[src/rtl/phys_reg_reclaim_buffer.sv]
// phys_reg_reclaim_buffer
// Sits between ROB commit and phys_reg_free_list. Collects up to two freed
// previous-mapping tags per cycle, holds them in an in-order circular FIFO
// and drains one tag per cycle into the free list enqueue port through a
// registered output stage.
//
// Optional feature macro: RECLAIM_BYPASS_EN
//   When defined, the oldest accepted tag skips storage if the buffer is
//   empty and the drain is not stalled, so it reaches the output one cycle
//   earlier. Default build (undefined) always routes tags through storage.
//
// Tag 0 is the permanent r0 mapping and is never freed, so it is filtered
// at the input. Commits offered while commit_ready is low are dropped
// without any state change.

module phys_reg_reclaim_buffer #(
  parameter  int DEPTH = 8,
  parameter  int TAG_W = 7,
  localparam int PW    = $clog2(DEPTH),
  localparam int CW    = PW + 1
) (
  input  logic             CLK,
  input  logic             nRST,
  input  logic             commit_valid_0,
  input  logic [TAG_W-1:0] commit_phys_reg_tag_0,
  input  logic             commit_valid_1,
  input  logic [TAG_W-1:0] commit_phys_reg_tag_1,
  output logic             commit_ready,
  input  logic             free_list_stall,
  output logic             enqueue_valid,
  output logic [TAG_W-1:0] enqueue_phys_reg_tag,
  output logic [CW-1:0]    occupancy
);

  logic [TAG_W-1:0] r_mem [DEPTH];
  logic [PW-1:0]    r_head;
  logic [PW-1:0]    r_tail;
  logic [CW-1:0]    r_count;
  logic             r_enq_valid;
  logic [TAG_W-1:0] r_enq_tag;

  logic             w_ready;
  logic             w_acc0;
  logic             w_acc1;
  logic             w_any_acc;
  logic [TAG_W-1:0] w_first_tag;
  logic             w_drain;
  logic             w_bypass;
  logic             w_wr0_en;
  logic [TAG_W-1:0] w_wr0_tag;
  logic             w_wr1_en;
  logic [TAG_W-1:0] w_wr1_tag;
  logic [1:0]       w_n_store;
  logic [PW-1:0]    w_tail_p1;

  // Ready needs room for a full pair, judged from the registered count only.
  assign w_ready = (r_count <= CW'(DEPTH - 2));

  // A slot is taken only when the buffer is ready and the tag is not r0.
  assign w_acc0    = w_ready & commit_valid_0 & (commit_phys_reg_tag_0 != '0);
  assign w_acc1    = w_ready & commit_valid_1 & (commit_phys_reg_tag_1 != '0);
  assign w_any_acc = w_acc0 | w_acc1;

  // Oldest accepted tag: slot 0 when it was taken, otherwise slot 1.
  assign w_first_tag = w_acc0 ? commit_phys_reg_tag_0 : commit_phys_reg_tag_1;

  // Storage drain happens whenever something is buffered and not stalled.
  assign w_drain = (r_count != '0) & ~free_list_stall;

`ifdef RECLAIM_BYPASS_EN
  // Empty, unstalled buffer: oldest accepted tag goes straight to the output.
  assign w_bypass = (r_count == '0) & ~free_list_stall & w_any_acc;
`else
  assign w_bypass = 1'b0;
`endif

  assign w_tail_p1 = r_tail + PW'(1);

  // Decide which tags land in storage and at which tail offset.
  always_comb begin
    w_wr0_en  = 1'b0;
    w_wr0_tag = w_first_tag;
    w_wr1_en  = 1'b0;
    w_wr1_tag = commit_phys_reg_tag_1;
    if (w_bypass) begin
      // Oldest went to the output; only a second accepted tag is stored.
      w_wr0_en  = w_acc0 & w_acc1;
      w_wr0_tag = commit_phys_reg_tag_1;
    end else begin
      w_wr0_en  = w_any_acc;
      w_wr1_en  = w_acc0 & w_acc1;
    end
  end

  // Number of entries written this cycle (slot 1 write implies slot 0 write).
  assign w_n_store = w_wr1_en ? 2'd2 : (w_wr0_en ? 2'd1 : 2'd0);

  // Tag storage; contents are don't-care until covered by count, so no reset.
  always_ff @(posedge CLK) begin
    if (w_wr0_en) r_mem[r_tail]    <= w_wr0_tag;
    if (w_wr1_en) r_mem[w_tail_p1] <= w_wr1_tag;
  end

  // Pointer and occupancy bookkeeping; pointers wrap naturally at DEPTH.
  always_ff @(posedge CLK or posedge nRST) begin
    if (nRST) begin
      r_head  <= '0;
      r_tail  <= '0;
      r_count <= '0;
    end else begin
      r_tail  <= r_tail + PW'(w_n_store);
      r_head  <= r_head + PW'(w_drain);
      r_count <= r_count + CW'(w_n_store) - CW'(w_drain);
    end
  end

  // Registered enqueue port, refreshed every cycle from the drain decision.
  always_ff @(posedge CLK or posedge nRST) begin
    if (nRST) begin
      r_enq_valid <= 1'b0;
      r_enq_tag   <= '0;
    end else if (w_drain) begin
      r_enq_valid <= 1'b1;
      r_enq_tag   <= r_mem[r_head];
    end else if (w_bypass) begin
      r_enq_valid <= 1'b1;
      r_enq_tag   <= w_first_tag;
    end else begin
      r_enq_valid <= 1'b0;
      r_enq_tag   <= '0;
    end
  end

  assign commit_ready         = w_ready;
  assign enqueue_valid        = r_enq_valid;
  assign enqueue_phys_reg_tag = r_enq_tag;
  assign occupancy            = r_count;

endmodule

[config.mk]
export PLATFORM = sky130hd
export DESIGN_NAME = phys_reg_reclaim_buffer
export DESIGN_NICKNAME = d
export VERILOG_FILES = /design/src/rtl/phys_reg_reclaim_buffer.sv
export SDC_FILE = /design/constraint.sdc
export NUM_CORES = 1
export LEC_CHECK = 0
export BUFFER_PORTS_ARGS = -buffer_cell sky130_fd_sc_hd__buf_4
export CAP_MARGIN = 0
export CORE_UTILIZATION = 30
export CTS_BUF_LIST = sky130_fd_sc_hd__clkbuf_8
export CTS_CLUSTER_SIZE = 12
export DETAILED_ROUTE_END_ITERATION = 16
export HOLD_SLACK_MARGIN = 0.06
export SLEW_MARGIN = 30
export SYNTH_ARGS = -nofsm -noshare
export SYNTH_HDL_FRONTEND = slang
export SYNTH_SLANG_ARGS = --single-unit
[constraint.sdc]
create_clock -name CLK -period 3.6 [get_ports CLK]
set_clock_uncertainty 0.05 [all_clocks]
set_input_delay 0.72 -clock CLK [delete_from_list [all_inputs] [get_ports CLK]]
set_output_delay 0.72 -clock CLK [all_outputs]
set_load 0.1 [all_outputs]
==> metrics.md <==
| Metric | Value |
|---|---|
| Outcome | `finished, final reports clean` |
| FMAX | `321 MHz` |
| CP Capture Type | `register` |
| Yosys cell types | `37` |
| Routability congestion estimate | `0.811` |
| Post-synthesis sequential area ratio | `54.4%` |
| Most used cell, CP | `ha_1` |
| CP required | `3830 ps` |
| Initial DRT Pass Iterations | `4` |
| Final ANT Viol Nets | `0` |
| CTS root buf | `clkbuf_8` |
| Post-CTS Setup Bufs | `0` |
| Area Overhead vs Synth | `17.6%` |
| CP cell instances | `inv_1 > ha_1 > and3_1 > nor3_4 > and2_1 > ha_1 > inv_1 > ha_1 > inv_1 > ha_1 > a21o_1 > a21oi_1 > xor2_1` |
| Cts hold-fix bufs | `0` |
| Die width | `116 um` |
| Overall routed net length | `9550 um` |
| Vias in the first global route | `2542` |
| Clock sink total | `74` |
| Max cap viols | `0` |
| Simple-Gate Fraction of Synth Area | `6.76%` |
| Post-synthesis register bit count | `74` |
| Wire length per cell | `19.5 um` |
| CP startpoint kind | `register` |
| Cells after Synth | `279` |
| Leakage power | `1.85 nW` |
| Final Power | `4.37 mW` |
| XOR/XNOR Fraction of Synth Area | `1.82%` |
| DR iter-0 viols | `204` |
| Die area | `13500 sq um` |
| Reg2reg path depth | `13` |
| Worst reg2reg setup slack | `480 ps` |
| Final #Nets | `346` |
| DIE HEIGHT | `116 um` |
| Final Hold Fails | `0` |
| Dpl hpwl | `6890 um` |
| Critical setup path kind | `reg2reg` |
| Reg clk slew, reported paths | `80 ps` |
| Clk_lat worst skew | `350 ps` |
| DRC Markers | `0` |
| First-pass GRT wire length | `14900 um` |
| Worst IR Drop VDD | `725 uV` |
| Initial antenna violation count | `0` |
| Main combinational cell family by area after synthesis | `compound AO/OA/AOI/OAI gates` |
| Worst-Margin Slew | `772 ps` |
| Min-Delay Path Class | `in2async` |
| Period Utilization, post-route | `86.6%` |
| Unrepaired setup endpoints after global routing | `false` |
| Slew Viols, Final | `0` |
| Reg-to-reg startpoint | `occupancy[3]` |
| Layout cells sized above 1 | `29.7%` |
| PostCTS Resize Cnt | `0` |
| GR Util All Layers | `15.4%` |
| Crit-path slowest cell | `dfrtp_4` |
| Via count | `2462` |
| Setup violations, final | `0` |
| N_diodes | `0` |
| Yosys warns | `0` |
| Pin count of the biggest net entering global routing | `19` |
| CTS tree | `yes` |
| Num CTS Buffers | `9` |
| Setup_tns | `0 ps` |
| Core Box Area | `12700 sq um` |
| Compound-gate portion of the synthesized area | `17.5%` |
| Max Buffers Root-to-Sink | `2` |
| H-tree levels | `3` |
| Ports | `32` |
| Critical Path Fanout Max | `9` |
| R2r endpoint | `occupancy[3]` |
| Post-synthesis mux area share | `9.83%` |
| CP arrival | `3340 ps` |
| Port Buffers | `31` |
| Fillcell total | `1231` |
| Syn_area_per_cell | `14.1 sq um` |
| Rel. slew slack | `48.5%` |
| Core Rows | `41` |
| Grt total ovfl | `0` |
| Syn nets | `313` |
| Crit path largest cell delay | `420 ps` |
| Via density per instance | `5.03` |
| Initial core utilization | `30.9%` |
| PD cells | `948 nW/um^2` |
| Tmin final | `3120 ps` |
| Area share of fa/ha/maj cells after synthesis | `5.17%` |
| Cell Area, Synth | `3920 sq um` |
power by group:
part	switching [mW]	internal, mW	total [mW]
Clock	0.323	0.390	0.713
Combinational	1.35	0.829	2.18
Sequential	0.227	1.25	1.48
per-stage QoR:
stage | utilization [%] | hold WS (ps) | cells | area, sq um | setup WS [ps]
6_report | 36.4 | 431 | 489 | 4610 | 481
5_1_grt | 36.4 | 498 | 489 | 4610 | 252
4_1_cts | 36.4 | 459 | 489 | 4610 | 467
3_5_place_dp | 34.6 | 516 | 473 | 4390 | 413
3_3_place_gp | 34.6 | 510 | 473 | 4390 | 500
2_1_floorplan | - | 423 | 279 | 3940 | 37.7
sequential cells by signal (all words and copies together), names as in the netlist:
name and cells:
enqueue_valid 1, enqueue_phys_reg_tag 7, r_head 3, occupancy 4, r_mem 56, r_tail 3
worst max-delay path by stage:
stage	depth (start not counted)	startpoint	endpoint	slack, ps
finish	13	occupancy[3]	occupancy[3]	480
global route	13	occupancy[3]	occupancy[3]	250
CTS	13	occupancy[3]	occupancy[3]	470
detailed placement	12	commit_valid_0	occupancy[3]	410
global placement	12	commit_valid_0	occupancy[3]	500
floorplan	12	occupancy[1]	occupancy[3]	40
cells in the mapped netlist, drive strengths merged:
master   count  area share (%)
edfxtp      56              43
clkbuf      11             1.1
mux2i        7             1.8
o21ai        6            0.77
nand2b       1            0.16
xor2         3             1.1
or2          1            0.16
nand3        5            0.64
nor4         2            0.32
and3b        2            0.54
buf         13             1.7
ha          13             4.1
inv         19             1.8
and2         5            0.80
a2111oi      4             2.8
a21boi       1            0.48
xnor2        3            0.67
nand2       16             1.8
mux4        14             8.0
dfrtp       18              11
nor2         9            0.86
or2b         1            0.19
and3         2            0.32
o31ai        2            0.38
a21o         2            0.38
nor3b        1            0.32
a21oi        1            0.13
fa           2             1.0
nor3         3            0.67
a22o        56              13
kinds of logic (layout without fill, tap and decap cells):
family          Yosys count  count (layout)
compound gates           72              72
simple gates             48              48
flops                    74              74
mux                      21              21
buf+inv                  43              81
fa+ha+maj                15              15
xor+xnor                  6               6
worst max-delay path: cells and delay by family, from the launching register on:
| family | cells | cell delay [ps] |
|---|---|---|
| AND/OR/NAND/NOR | 3 | 790 |
| buffers and inverters | 3 | 220 |
| AO/OA/AOI/OAI | 2 | 350 |
| XOR/XNOR | 1 | 170 |
| adder cells (fa/ha/maj) | 4 | 1050 |
| flip-flops | 1 | 420 |
metal layers:
layer	vias to the layer above	global-route usage (%)	wire [um]
li1	1143	-	-
met1	1228	20.6	4300
met2	74	24.8	4550
met3	17	3.01	477
met4	0	5.47	214
met5	-	0	0
cell usage in the layout, fill, tap and decap left out, types with 5 or more instances in the layout:
cell type,Yosys,routed
nand3_1,5,5
mux4_2,14,14
clkbuf_8,0,9
o21ai_0,6,6
a22o_1,56,56
buf_4,1,46
nand2_1,12,12
ha_1,13,13
dfrtp_1,18,15
edfxtp_1,56,56
mux2i_1,7,7
nor2_1,9,8
and2_1,5,5
inv_1,19,20
cell type report:
cell class              instances  area [sq um]  area share (%)
flip-flops and latches         74          2140            46.4
multi-input cells             162          1620            35.2
repair buffers                 46           345            7.49
well taps                     172           215            4.67
clock buffers                   9           124            2.69
clock inverters                 7          95.1            2.06
inverters                      19          71.3            1.55
Power figures use the tool's default switching activity.
